## src/rtl/cpu_clk_ctrl.sv

```systemverilog
// rtl/cpu_clk_ctrl.sv - CPU clock-enable generator (run/step/halt), LED register and enable counter
// The core stays on the system clock and advances only on single-cycle cpu_ce_o pulses.
module cpu_clk_ctrl #(
  parameter int          DIV_W      = 24,
  parameter int          LED_N      = 4,
  parameter logic [15:0] DEB_CYCLES = 16'd50000,
  parameter bit          LED_INV    = 1'b0,
  parameter int          CNT_W      = 32
) (
  input  logic             clk,
  input  logic             rst,
  input  logic [1:0]       mode_i,
  input  logic [DIV_W-1:0] div_i,
  input  logic             step_btn_i,
  input  logic [LED_N-1:0] led_i,
  output logic             cpu_ce_o,
  output logic [LED_N-1:0] led_o,
  output logic [CNT_W-1:0] ce_cnt_o,
  output logic [1:0]       mode_o
);

  typedef enum logic [1:0] {
    MODE_RUN  = 2'b00,
    MODE_STEP = 2'b01,
    MODE_HALT = 2'b10
  } mode_t;

  localparam logic [15:0] DEB_LAST = (DEB_CYCLES == 16'd0) ? 16'd0 : DEB_CYCLES - 16'd1;

  mode_t            mode_q;
  mode_t            mode_nxt;
  logic [DIV_W-1:0] cnt;
  logic             sync1;
  logic             sync2;
  logic             btn_stable;
  logic [15:0]      deb_cnt;
  logic             step_edge;
  logic             ce_d;
  logic             mode_chg;
  logic             run_hit;
  logic             deb_accept;
  logic             fire;

  always_comb begin
    mode_nxt = MODE_HALT;
    if (mode_i != 2'b11) mode_nxt = mode_t'(mode_i);
  end

  assign mode_chg   = (mode_nxt != mode_q);
  // >= rather than == so lowering div_i below cnt fires at once instead of wrapping
  assign run_hit    = (cnt >= div_i);
  assign deb_accept = (sync2 != btn_stable) && (deb_cnt == DEB_LAST);
  // Decision uses the registered mode, so the old mode's enable still fires on a change
  assign fire       = ((mode_q == MODE_RUN) && run_hit) || ((mode_q == MODE_STEP) && step_edge);

  always_ff @(posedge clk or negedge rst) begin
    if (!rst) begin
      mode_q     <= MODE_HALT;
      cnt        <= '0;
      cpu_ce_o   <= 1'b0;
      ce_cnt_o   <= '0;
      ce_d       <= 1'b0;
      led_o      <= {LED_N{LED_INV}};
      sync1      <= 1'b0;
      sync2      <= 1'b0;
      btn_stable <= 1'b0;
      deb_cnt    <= '0;
      step_edge  <= 1'b0;
    end else begin
      mode_q   <= mode_nxt;
      cpu_ce_o <= fire;
      if (fire) ce_cnt_o <= ce_cnt_o + CNT_W'(1);

      if (mode_chg || (mode_q != MODE_RUN) || run_hit) cnt <= '0;
      else                                             cnt <= cnt + DIV_W'(1);

      sync1 <= step_btn_i;
      sync2 <= sync1;
      if (sync2 == btn_stable) begin
        deb_cnt <= '0;
      end else if (deb_accept) begin
        deb_cnt    <= '0;
        btn_stable <= sync2;
      end else begin
        deb_cnt <= deb_cnt + 16'd1;
      end
      // A rising edge accepted in the same clock as a mode change is dropped
      step_edge <= deb_accept && sync2 && !mode_chg;

      // Core outputs settle on the edge that samples ce, so capture one clock later
      ce_d <= cpu_ce_o;
      if (ce_d) led_o <= led_i ^ {LED_N{LED_INV}};
    end
  end

  assign mode_o = mode_q;

endmodule

```

## config.mk

```make
export PLATFORM = sky130hd
export DESIGN_NAME = cpu_clk_ctrl
export DESIGN_NICKNAME = d
export VERILOG_FILES = /design/src/rtl/cpu_clk_ctrl.sv
export SDC_FILE = /design/constraint.sdc
export NUM_CORES = 1
export LEC_CHECK = 0
export CAP_MARGIN = 25
export CORE_ASPECT_RATIO = 0.75
export CORE_MARGIN = 1
export CORE_UTILIZATION = 55
export CTS_CLUSTER_DIAMETER = 120
export CTS_CLUSTER_SIZE = 14
export DETAILED_ROUTE_END_ITERATION = 8
export PLACE_DENSITY = 0.88
export SYNTH_ARGS = -nofsm -noshare
export SYNTH_HDL_FRONTEND = slang
export SYNTH_SLANG_ARGS = --single-unit
export TNS_END_PERCENT = 50
```

## constraint.sdc

```tcl
create_clock -name clk -period 3.95 [get_ports clk]
set_input_delay 0.79 -clock clk [delete_from_list [all_inputs] [get_ports clk]]
set_output_delay 0.79 -clock clk [all_outputs]
set_load 0.01 [all_outputs]
```

==> results of run 1 <==
==> Yosys cell counts (6+ instances only) <==
library cell  number  share of area, %
inv_1             35               2.9
and4_1             9               1.8
xnor2_1           54                11
mux2_2             6               1.5
o211ai_1          15               2.5
nand4_1           13               1.8
nor2_1            61               5.1
nor3_1             6              0.67
ha_1              27               7.5
and3_1            11               1.5
o2111ai_1         11               2.2
o21ai_0            7              0.78
dfrtp_1           83                46
a21oi_1            9               1.0
xor2_1            17               3.3
buf_2              7              0.78
nand3_1           13               1.5
clkbuf_1           6              0.50
nand2_1           23               1.9
==> critical path, stage by stage <==
cell and delay, ns:
clkdlybuf4s50_1 0.46, inv_1 0.05, ha_1 0.27, nand2_1 0.05, o21ai_1 0.18, a41oi_2 0.23
o31ai_4 0.60, buf_4 0.33, o2111ai_1 0.20, xnor2_1 0.17
==> state kept, by name, indices dropped and copies added, names as in the netlist <==
register    flops
btn_stable      1
ce_cnt_o       32
ce_d            1
cnt            24
cpu_ce_o        1
deb_cnt        16
led_o           4
mode_o          2
step_edge       1
sync1           1
sync2           1
==> how the worst max path moves through the flow <==
stage               startpoint      endpoint  slack, ns  cells after the start
finish                div_i[1]  ce_cnt_o[19]       0.86                     10
global route         div_i[15]  ce_cnt_o[19]       0.66                     10
CTS                   div_i[1]  ce_cnt_o[19]       0.87                     10
detailed placement    div_i[1]  ce_cnt_o[21]       0.50                     10
global placement      div_i[2]  ce_cnt_o[19]       0.64                     10
floorplan             div_i[2]   ce_cnt_o[1]       1.53                      8
==> power by group <==
| group | internal [uW] | switching (uW) |
|---|---|---|
| combinational | 121 | 93.1 |
| sequential | 895 | 46.9 |
| clock | 237 | 326 |
==> stage by stage <==
stage	worst slack, ns	hold slack (ns)	std cells	util (%)	total power, uW
floorplan	1.53	0.331	443	-	1030
global placement	0.638	0.337	607	67.0	1160
detailed placement	0.498	0.341	607	67.0	1180
CTS	0.873	0.360	623	69.3	1740
global route	0.660	0.375	623	69.3	1800
finish	0.855	0.356	623	69.3	1720
==> layer usage <==
layer	vias to the layer above	routed length, um	global-route usage, %
li1	1659	-	-
met1	1677	4270	31.4
met2	99	4380	38.9
met3	16	483	6.49
met4	0	135	8.06
met5	-	0	0
==> cells by family after synthesis <==
family,after synthesis,synth area share [%]
buf+inv,51,4.67
fa+ha+maj,27,7.55
xor+xnor,71,13.9
compound gates,53,8.38
mux,6,1.51
simple gates,151,17.0
flops,84,47.0
==> final cells by class <==
class | instances | area, um^2
clock buffer | 9 | 124
clock inverter | 7 | 58.8
fill | 590 | 2420
inverter | 35 | 131
multi-input combinational | 308 | 2180
sequential | 84 | 2100
tap | 105 | 131
timing repair buffer | 75 | 738
==> summary.txt, run 1 <==
Outcome
  • Status: finished clean

Run
  • # Max-Cap Violations: 0

GRT
  • Initial antenna violation count: 0
  • First-pass GRT wire length: ~16000 um
  • Vias in the first global route: around 3300
  • Overall Global Routing Usage: about a quarter
  • Largest net degree at the start of global routing: 61
  • Grt ovf: 0

Timing
  • Period minus WS final: 3.09 ns
  • Hold Vio Cnt, Final: 0
  • RSZ-0062 raised after global routing: false
  • Fmax: 323 MHz
  • Rel. slew slack: 45.4%
  • Worst Max-Slew Pin Slew: roughly 0.82 ns
  • Clk_skew: 0.0118 ns
  • Final Setup Violations: 0
  • Fin. max-slew vios: 0
  • Final Cycle Share: 78.4%
  • Total Neg Setup Slack: 0 ns

CTS
  • Clock tree buffer depth: 2
  • TritonCTS buffer count: 9
  • Cts repair resizes: 0
  • CTS Hold Buffers Added: 0
  • Clk pin slew, worst setup/hold paths: about 0.090 ns
  • Clk Latency, worst-skew pair: 0.36 ns
  • Postcts setup bufs: 0
  • Clk root buf: clkbuf_8
  • Clk sinks: 84
  • CTS tree: done
  • H-tree levels: 3

Hold path
  • Worst hold path type: reg -> reg
  • Worst hold stages: 0
  • Min-delay src: sync1
  • Hold EP: sync2

Yosys
  • Synth Cell Area: 4480 um^2
  • Post-synthesis cell type count: 40
  • Mean post-synth cell area: 10.1 um^2
  • Commonest register cell after synthesis: dfrtp_1
  • Number of synthesized flops with an enable pin: 0
  • Yosys warning count: 0
  • Synthesis-stage register bit count: 84
  • Mapped Nets: 503
  • Post-synthesis sequential area ratio: 47.0%
  • Mapped Cells: 443
  • Share of synthesized registers carrying an async set or reset: 100%

Critical path
  • Kind of end point of the critical path: flop
  • CP Class: in -> reg
  • Worst r2r path cells: 9
  • Reg-to-reg setup timing slack: 1.24 ns
  • Worst R2R End: ce_cnt_o[19]
  • Worst Path Arrival: 3.34 ns
  • Required @ worst endpoint: 4.20 ns
  • Critical path peak fanout: 18
  • CP Launch Type: primary input
  • Worst r2r src: cnt[0]

Power and ir drop
  • Power per cell area: 314 nW/um^2
  • Worst VDD drop: 0.000192 V
  • Leakage: around 0.0024 uW

Floorplanning
  • Die Wd: ~110 um
  • IO Count: about 70
  • Die Height: 80.1 um
  • # rows: 28
  • Die ar.: 8510 um^2
  • Core area: 7880 um^2
  • Starting Density: 56.8%

Cells and area
  • Layout cells sized above 1: 6.76%
  • Final instance area: 5460 um^2
  • Number of antenna repair diodes: 0
  • Post-layout nets: roughly 570
  • Commonest non-fill, non-tap cell in the layout: dfrtp_1
  • Most frequent cells in the layout: dfrtp_1, clkdlybuf4s50_1, nor2_1
  • Syn-to-layout area delta: 22.1%

Routing
  • Final WL: 9270 um
  • Routed vias: 3451
  • Vias/cell: 5.54
  • First-pass iteration count of the detailed router: 4
  • Initial drt markers: 177
  • Residual DRC: 0
  • Routed len/inst: 14.9 um
  • Final ANT Viol Nets: 0

Placed design
  • GPL Wtd Cong: approximately 0.82
  • Number of I/O port buffers: 71
  • Hpwl dp: 6900 um
  • Area post-placement: about 5300 um^2
(Power assumes the default switching activity.)
==> run 2: changes to the inputs <==
--- a/config.mk
+++ b/config.mk
@@ -8,11 +8,11 @@
 export CAP_MARGIN = 25
 export CORE_ASPECT_RATIO = 0.75
 export CORE_MARGIN = 1
-export CORE_UTILIZATION = 55
+export CORE_UTILIZATION = 54
 export CTS_CLUSTER_DIAMETER = 120
 export CTS_CLUSTER_SIZE = 14
 export DETAILED_ROUTE_END_ITERATION = 8
-export PLACE_DENSITY = 0.88
+export PLACE_DENSITY = 0.86
 export SYNTH_ARGS = -nofsm -noshare
 export SYNTH_HDL_FRONTEND = slang
 export SYNTH_SLANG_ARGS = --single-unit
==> constraint.sdc (replaced) <==
create_clock -name clk -period 2.9 [get_ports clk]
set_input_delay 0.58 -clock clk [delete_from_list [all_inputs] [get_ports clk]]
set_output_delay 0.58 -clock clk [all_outputs]
set_load 0.01 [all_outputs]
==> run 2 against run 1 <==
Net effect: first-iteration DRC count increased by 5.1%; setup slack got worse by 0.48 ns; clock skew increased by 0.0027 ns; routed wire length increased by 1.2%; sequential share of layout area decreased by 0.73 points; count of clock-buffer cells in the layout unchanged; combinational power increased by 36%; die area increased by 1.8%; total power increased by 47%; cell area increased by 1.9%; largest cell class unchanged; via count increased by 0.20%; utilization increased by 0.73 points.
==> summary.txt, run 2 (synthesis gave the netlist of run 1 again) <==
Outcome
  • Status: finished clean

Routing
  • Met3 wire length: 510 um (+5.6%)
  • Metal1 wirelength: 4190 um (-1.7%)
  • DR top layer: met4
  • Routed vias: 3458 (+0.20%)
  • Final WL: 9380 um (+1.2%)
  • Routed len/inst: 15.0 um (+0.75%)
  • Initial drt markers: 186 (+5.1%)
  • First-pass iteration count of the detailed router: 5 (+1)
  • Vias/cell: 5.52 (-0.28%)
  • Residual DRC: 0 (unchanged)
  • Met2 Wirelength: 4580 um (+4.5%)
  • Final ANT Viol Nets: 0 (unchanged)

Critical path
  • Required @ worst endpoint: 3.14 ns (-1.06 ns)
  • Worst Path Arrival: 2.77 ns (-0.57 ns)
  • CP top delay family: buffers and inverters
  • Crit-path cells: clkdlybuf4s50_1 -> inv_1 -> ha_1 -> nand4_1 -> nor2_1 -> nand2_1 -> o31ai_4 -> buf_12 -> o2111ai_1 -> xnor2_1
  • CP Launch Type: primary input
  • Kind of end point of the critical path: flop
  • Slowest CP cell: clkdlybuf4s50_1
  • Worst Path Buf+Inv: 3 (unchanged)
  • CP peak stage delay: 0.45 ns (-0.15 ns)
  • CP Class: in -> reg
  • Critical path peak fanout: 30 (+12)

Cells and area
  • Largest register FFs: 32 (unchanged)
  • Syn-to-layout area delta: 24.4%
  • Top Registers: ce_cnt_o (32), cnt (24), deb_cnt (16)
  • Layout cells sized above 1: 7.29% (+0.54 points)
  • Post-layout nets: 576 (+0.52%)
  • Commonest non-fill, non-tap cell in the layout: dfrtp_1
  • Most frequent cells in the layout: dfrtp_1, clkdlybuf4s50_1, nor2_1
  • Most flop-heavy register: ce_cnt_o
  • Number of antenna repair diodes: 0 (unchanged)

Power and ir drop
  • Tot Pwr: 2530 uW (+47%)
  • Power per cell area: 453 nW/um^2 (+44%)
  • Sw Ratio: 25.3% (-1.8 points)
  • Internal power: 1890 uW (+51%)
  • Leakage: 0.00241 uW (+2.2%)
  • Clock Power Share: 37.7% (+5.0 points)
  • Sequential power share: 50.7% (-4.1 points)
  • Net Sw Power: 638 uW (+37%)
  • Combinational power share: 11.6% (-0.9 points)
  • Worst VDD drop: 0.000272 V (+42%)

Timing
  • Rel. slew slack: 60.7% (+15 points)
  • Fmax: 396 MHz
  • Hold Vio Cnt, Final: 0 (unchanged)
  • RSZ-0062 raised after global routing: false
  • Final Setup Violations: 0 (unchanged)
  • Fin worst setup slack: 0.373 ns (-0.482 ns)
  • Fin. max-slew vios: 0 (unchanged)
  • Total Neg Setup Slack: 0 ns (unchanged)
  • Minimum hold slack: 0.199 ns (-0.157 ns)
  • Worst Max-Slew Pin Slew: 0.589 ns (-0.226 ns)
  • Period minus WS final: 2.53 ns
  • Final Cycle Share: 87.1%
  • Clk_skew: 0.0145 ns (+0.00274 ns)

GRT
  • Vias in the first global route: 3475 (+6.9%)
  • Initial antenna violation count: 0 (unchanged)
  • Overall Global Routing Usage: 23.9% (-0.14 points)
  • Largest net degree at the start of global routing: 48 (-21%)
  • Grt ovf: 0 (unchanged)
  • First-pass GRT wire length: 16100 um (+3.5%)

CTS
  • Clk root buf: clkbuf_8
  • CTS tree: done
  • H-tree levels: 3 (unchanged)
  • CTS Hold Buffers Added: 0 (unchanged)
  • Clk pin slew, worst setup/hold paths: 0.09 ns (about the same)
  • Cts repair resizes: 0 (unchanged)
  • Clock tree buffer depth: 2 (unchanged)
  • Postcts setup bufs: 0 (unchanged)
  • TritonCTS buffer count: 9 (unchanged)
  • Clk Latency, worst-skew pair: 0.36 ns (about the same)
  • Clk sinks: 84 (unchanged)

Placed design
  • Number of I/O port buffers: 71 (unchanged)
  • Place WS: 0.00727 ns (-0.491 ns)
  • GPL Wtd Cong: 0.820 (-0.13%)
  • Hpwl dp: 6950 um (+0.69%)

Hold path
  • Worst hold path type: in -> async

Floorplanning
  • # rows: 28 (unchanged)
  • Die Height: 80.9 um (+0.90%)
  • Core area: 7950 um^2 (+0.89%)
  • Die Wd: 107 um (+0.90%)
  • IO Count: 72 (unchanged)
  • Starting Density: 56.3% (-0.50 points)
  • Die ar.: 8660 um^2 (+1.8%)

Run
  • # Max-Cap Violations: 0 (unchanged)
==> run 2: cell type report <==
cell class	count	area, um^2
repair buffers	78	798
clock inverters	7	105
fillers	577	2380
inverters	35	131
well taps	105	131
multi-input cells	308	2180
flip-flops and latches	84	2100
clock buffers	9	124
==> run 2: path summary, 6_finish.rpt <==
| kind | from | endpoint | slack (ns) | cells past startpoint |
|---|---|---|---|---|
| setup / recovery | div_i[21] | ce_cnt_o[28] | 0.37 | 10 |
| hold / removal | rst | cnt[7] | 0.20 | 1 |
| setup reg to reg | cnt[2] | ce_cnt_o[28] | 0.61 | 8 |
| hold reg to reg | sync1 | sync2 | 0.36 | 0 |
| max in group asynchronous | rst | mode_o[1] | 1.95 | 2 |
| min in group clk | sync1 | sync2 | 0.36 | 0 |
==> run 2: power by group through the flow <==
stage                     Sequential (uW)  Combinational [uW]  Clock [uW]
final                                1280                 293         952
after global routing                 1290                 325        1020
after CTS                            1280                 298         965
after detailed placement             1300                 296           0
after global placement               1300                 287           0
after floorplan                      1310                96.6           0
==> run 2: per-stage QoR <==
step | cells | cell area [um^2] | util, %
floorplan | 443 | 4480 | -
global placement | 610 | 5340 | 67.2
detailed placement | 610 | 5340 | 67.2
CTS | 626 | 5570 | 70.0
global route | 626 | 5570 | 70.0
finish | 626 | 5570 | 70.0
==> run 2: metal layers <==
metal / track usage [%] / vias up
li1: - / 1671
met1: 30.9 / 1677
met2: 40.6 / 100
met3: 5.38 / 10
met4: 7.26 / 0
met5: 0 / -
==> run 2: worst register-to-register path, cell delays in order (launching register included) <==
cell,delay [ns]
dfrtp_1,0.47
ha_1,0.32
a211oi_1,0.23
o21ai_1,0.11
a41oi_2,0.35
o31ai_4,0.14
buf_12,0.18
o2111ai_1,0.27
xnor2_1,0.15
==> run 3: changes to the inputs <==
--- a/config.mk
+++ b/config.mk
@@ -7,7 +7,7 @@
 export LEC_CHECK = 0
 export CAP_MARGIN = 25
 export CORE_ASPECT_RATIO = 0.75
-export CORE_MARGIN = 1
+export CORE_MARGIN = 4
 export CORE_UTILIZATION = 54
 export CTS_CLUSTER_DIAMETER = 120
 export CTS_CLUSTER_SIZE = 14
==> run 3 against run 2 <==
Net effect: sequential cell count did not move; utilization fell by 0.45 points; clock power fell by 3.4%; count of clock-buffer cells in the layout did not move.
==> summary.txt, run 3 (synthesis gave the netlist of run 1 again) <==
Cells and area
  • Syn-to-layout area delta: 24.2%
  • Most frequent cells in the layout: dfrtp_1, clkdlybuf4s50_1, nor2_1
  • Final Non-Filler Cells: 626 (unchanged)
  • Commonest non-fill, non-tap cell in the layout: dfrtp_1
  • Most flop-heavy register: ce_cnt_o
  • Layout cells sized above 1: 7.29% (unchanged)
  • Post-layout nets: 576 (unchanged)
  • Number of antenna repair diodes: 0 (unchanged)
  • Top Registers: ce_cnt_o (32), cnt (24), deb_cnt (16)
  • Largest register FFs: 32 (unchanged)
  • Final core utilization: 69.6% (-0.45 points)
  • Final instance area: 5560 um^2 (-0.20%)

CTS
  • Postcts setup bufs: 0 (unchanged)
  • Clk pin slew, worst setup/hold paths: 0.08 ns (about the same)
  • Clock tree buffer depth: 2 (unchanged)
  • H-tree levels: 3 (unchanged)
  • Clk sinks: 84 (unchanged)
  • Clk Latency, worst-skew pair: 0.35 ns (about the same)
  • TritonCTS buffer count: 9 (unchanged)
  • Clk root buf: clkbuf_8
  • CTS tree: done
  • CTS Hold Buffers Added: 0 (unchanged)
  • Cts repair resizes: 0 (unchanged)

Critical path
  • Worst R2R End: ce_cnt_o[19]
  • Critical path peak fanout: 16 (-47%)
  • Required @ worst endpoint: 3.14 ns (about the same)
  • Worst Path Arrival: 2.82 ns (+0.05 ns)
  • Worst setup path end: ce_cnt_o[19]
  • CP Launch Type: primary input
  • Worst r2r src: cnt[21]
  • Kind of end point of the critical path: flop
  • Slowest CP cell: clkdlybuf4s50_1
  • Worst r2r path cells: 8 (unchanged)
  • Worst Setup SP: div_i[21]
  • CP peak stage delay: 0.45 ns (about the same)
  • Reg-to-reg setup timing slack: 0.58 ns (-0.03 ns)
  • Crit-path cells: clkdlybuf4s50_1 -> inv_1 -> ha_1 -> nand4_1 -> nor2_1 -> nand2_1 -> o31ai_4 -> buf_4 -> o2111ai_1 -> xnor2_1
  • CP Class: in -> reg

GRT
  • Vias in the first global route: 3495 (+0.58%)
  • Initial antenna violation count: 0 (unchanged)
  • Largest net degree at the start of global routing: 85 (+77%)
  • Grt ovf: 0 (unchanged)
  • Overall Global Routing Usage: 20.7% (-3.2 points)
  • First-pass GRT wire length: 16300 um (+1.7%)

Floorplanning
  • Die ar.: 9830 um^2 (+13%)
  • # rows: 28 (unchanged)
  • Die Height: 86.9 um (+7.4%)
  • Core area: 7990 um^2 (+0.44%)
  • IO Count: 72 (unchanged)
  • Die Wd: 113 um (+5.6%)
  • Starting Density: 56.0% (-0.25 points)

Power and ir drop
  • Worst VDD drop: 0.000346 V (+27%)
  • Power per cell area: 448 nW/um^2 (-1.1%)
  • Tot Pwr: 2490 uW (-1.3%)
  • Leakage: 0.00241 uW (about the same)

Placed design
  • GPL Wtd Cong: 0.860 (+5.0%)
  • Number of I/O port buffers: 71 (unchanged)
  • Hpwl dp: 7060 um (+1.5%)
  • Area post-placement: 5310 um^2 (-0.61%)
  • Dpl cells: 609 (-0.16%)

Timing
  • Worst Max-Slew Pin Slew: 0.404 ns (-0.186 ns)
  • Period minus WS final: 2.58 ns (+0.0512 ns)
  • Fmax: 388 MHz (-2.0%)
  • Fin. max-slew vios: 0 (unchanged)
  • Minimum hold slack: 0.0229 ns (-0.176 ns)
  • Clk_skew: 0.00880 ns (-0.00575 ns)
  • Final Cycle Share: 88.9% (+1.8 points)
  • Hold Vio Cnt, Final: 0 (unchanged)
  • Rel. slew slack: 72.9% (+12 points)
  • Final Setup Violations: 0 (unchanged)
  • RSZ-0062 raised after global routing: false

Run
  • # Max-Cap Violations: 0 (unchanged)

Routing
  • First-pass iteration count of the detailed router: 4 (-1)
  • Final ANT Viol Nets: 0 (unchanged)
  • Routed len/inst: 15.3 um (+2.0%)
  • Vias/cell: 5.56 (+0.67%)
  • Initial drt markers: 189 (+1.6%)
  • Final WL: 9570 um (+2.0%)
  • Routed vias: 3481 (+0.67%)
  • Residual DRC: 0 (unchanged)

Hold path
  • Worst hold path type: in -> async

Outcome
  • Status: finished clean
run 3: cell count changes in the layout (fill, tap and decap cells not counted), sizes merged:
cell and delta:
clkinv +1, inv -1
run 3: worst min path at each step:
stage / cells after the start / end / slack, ns
final: 1 / ce_cnt_o[17] / 0.02
after global routing: 1 / ce_cnt_o[19] / 0.008
after CTS: 0 / sync2 / 0.36
after detailed placement: 0 / sync2 / 0.35
after global placement: 0 / sync2 / 0.33
after floorplan: 0 / btn_stable / 0.28
run 3: worst max-delay path: cells and delay by family:
kind / cells / cell delay, ns
compound gates: 2 / 0.45
simple gates: 3 / 0.59
xor+xnor: 1 / 0.16
buf+inv: 3 / 0.75
fa+ha+maj: 1 / 0.29
run 3: area by class of cell:
class,count,area [um^2]
Multi-Input combinational cell,308,2180
Clock inverter,7,98.8
Sequential cell,84,2100
Tap cell,105,131
Fill cell,599,2430
Timing Repair Buffer,78,793
Inverter,35,131
Clock buffer,9,124
run 3: per-layer routing:
metal  vias up  global-route usage [%]  part of all wire [%]
li1       1673                       -                     -
met1      1695                    27.3                    44
met2        99                    34.2                    49
met3        14                    4.65                   5.5
met4         0                    6.77                   1.5
met5         -                       0                     0
run 3: metrics by stage:
stage / setup slack (ns) / TNS [ns]
2_1_floorplan: 0.693 / 0
3_3_place_gp: 0.0354 / 0
3_5_place_dp: -0.0304 / -0.113
4_1_cts: 0.347 / 0
5_1_grt: 0.179 / 0
6_report: 0.322 / 0
run 3: report_power, final:
group          internal [uW]  leakage [uW]  switching [uW]
sequential              1220       0.00115            58.0
combinational            171       0.00115             125
clock                    491      0.000110             429
total                   1880       0.00241             612
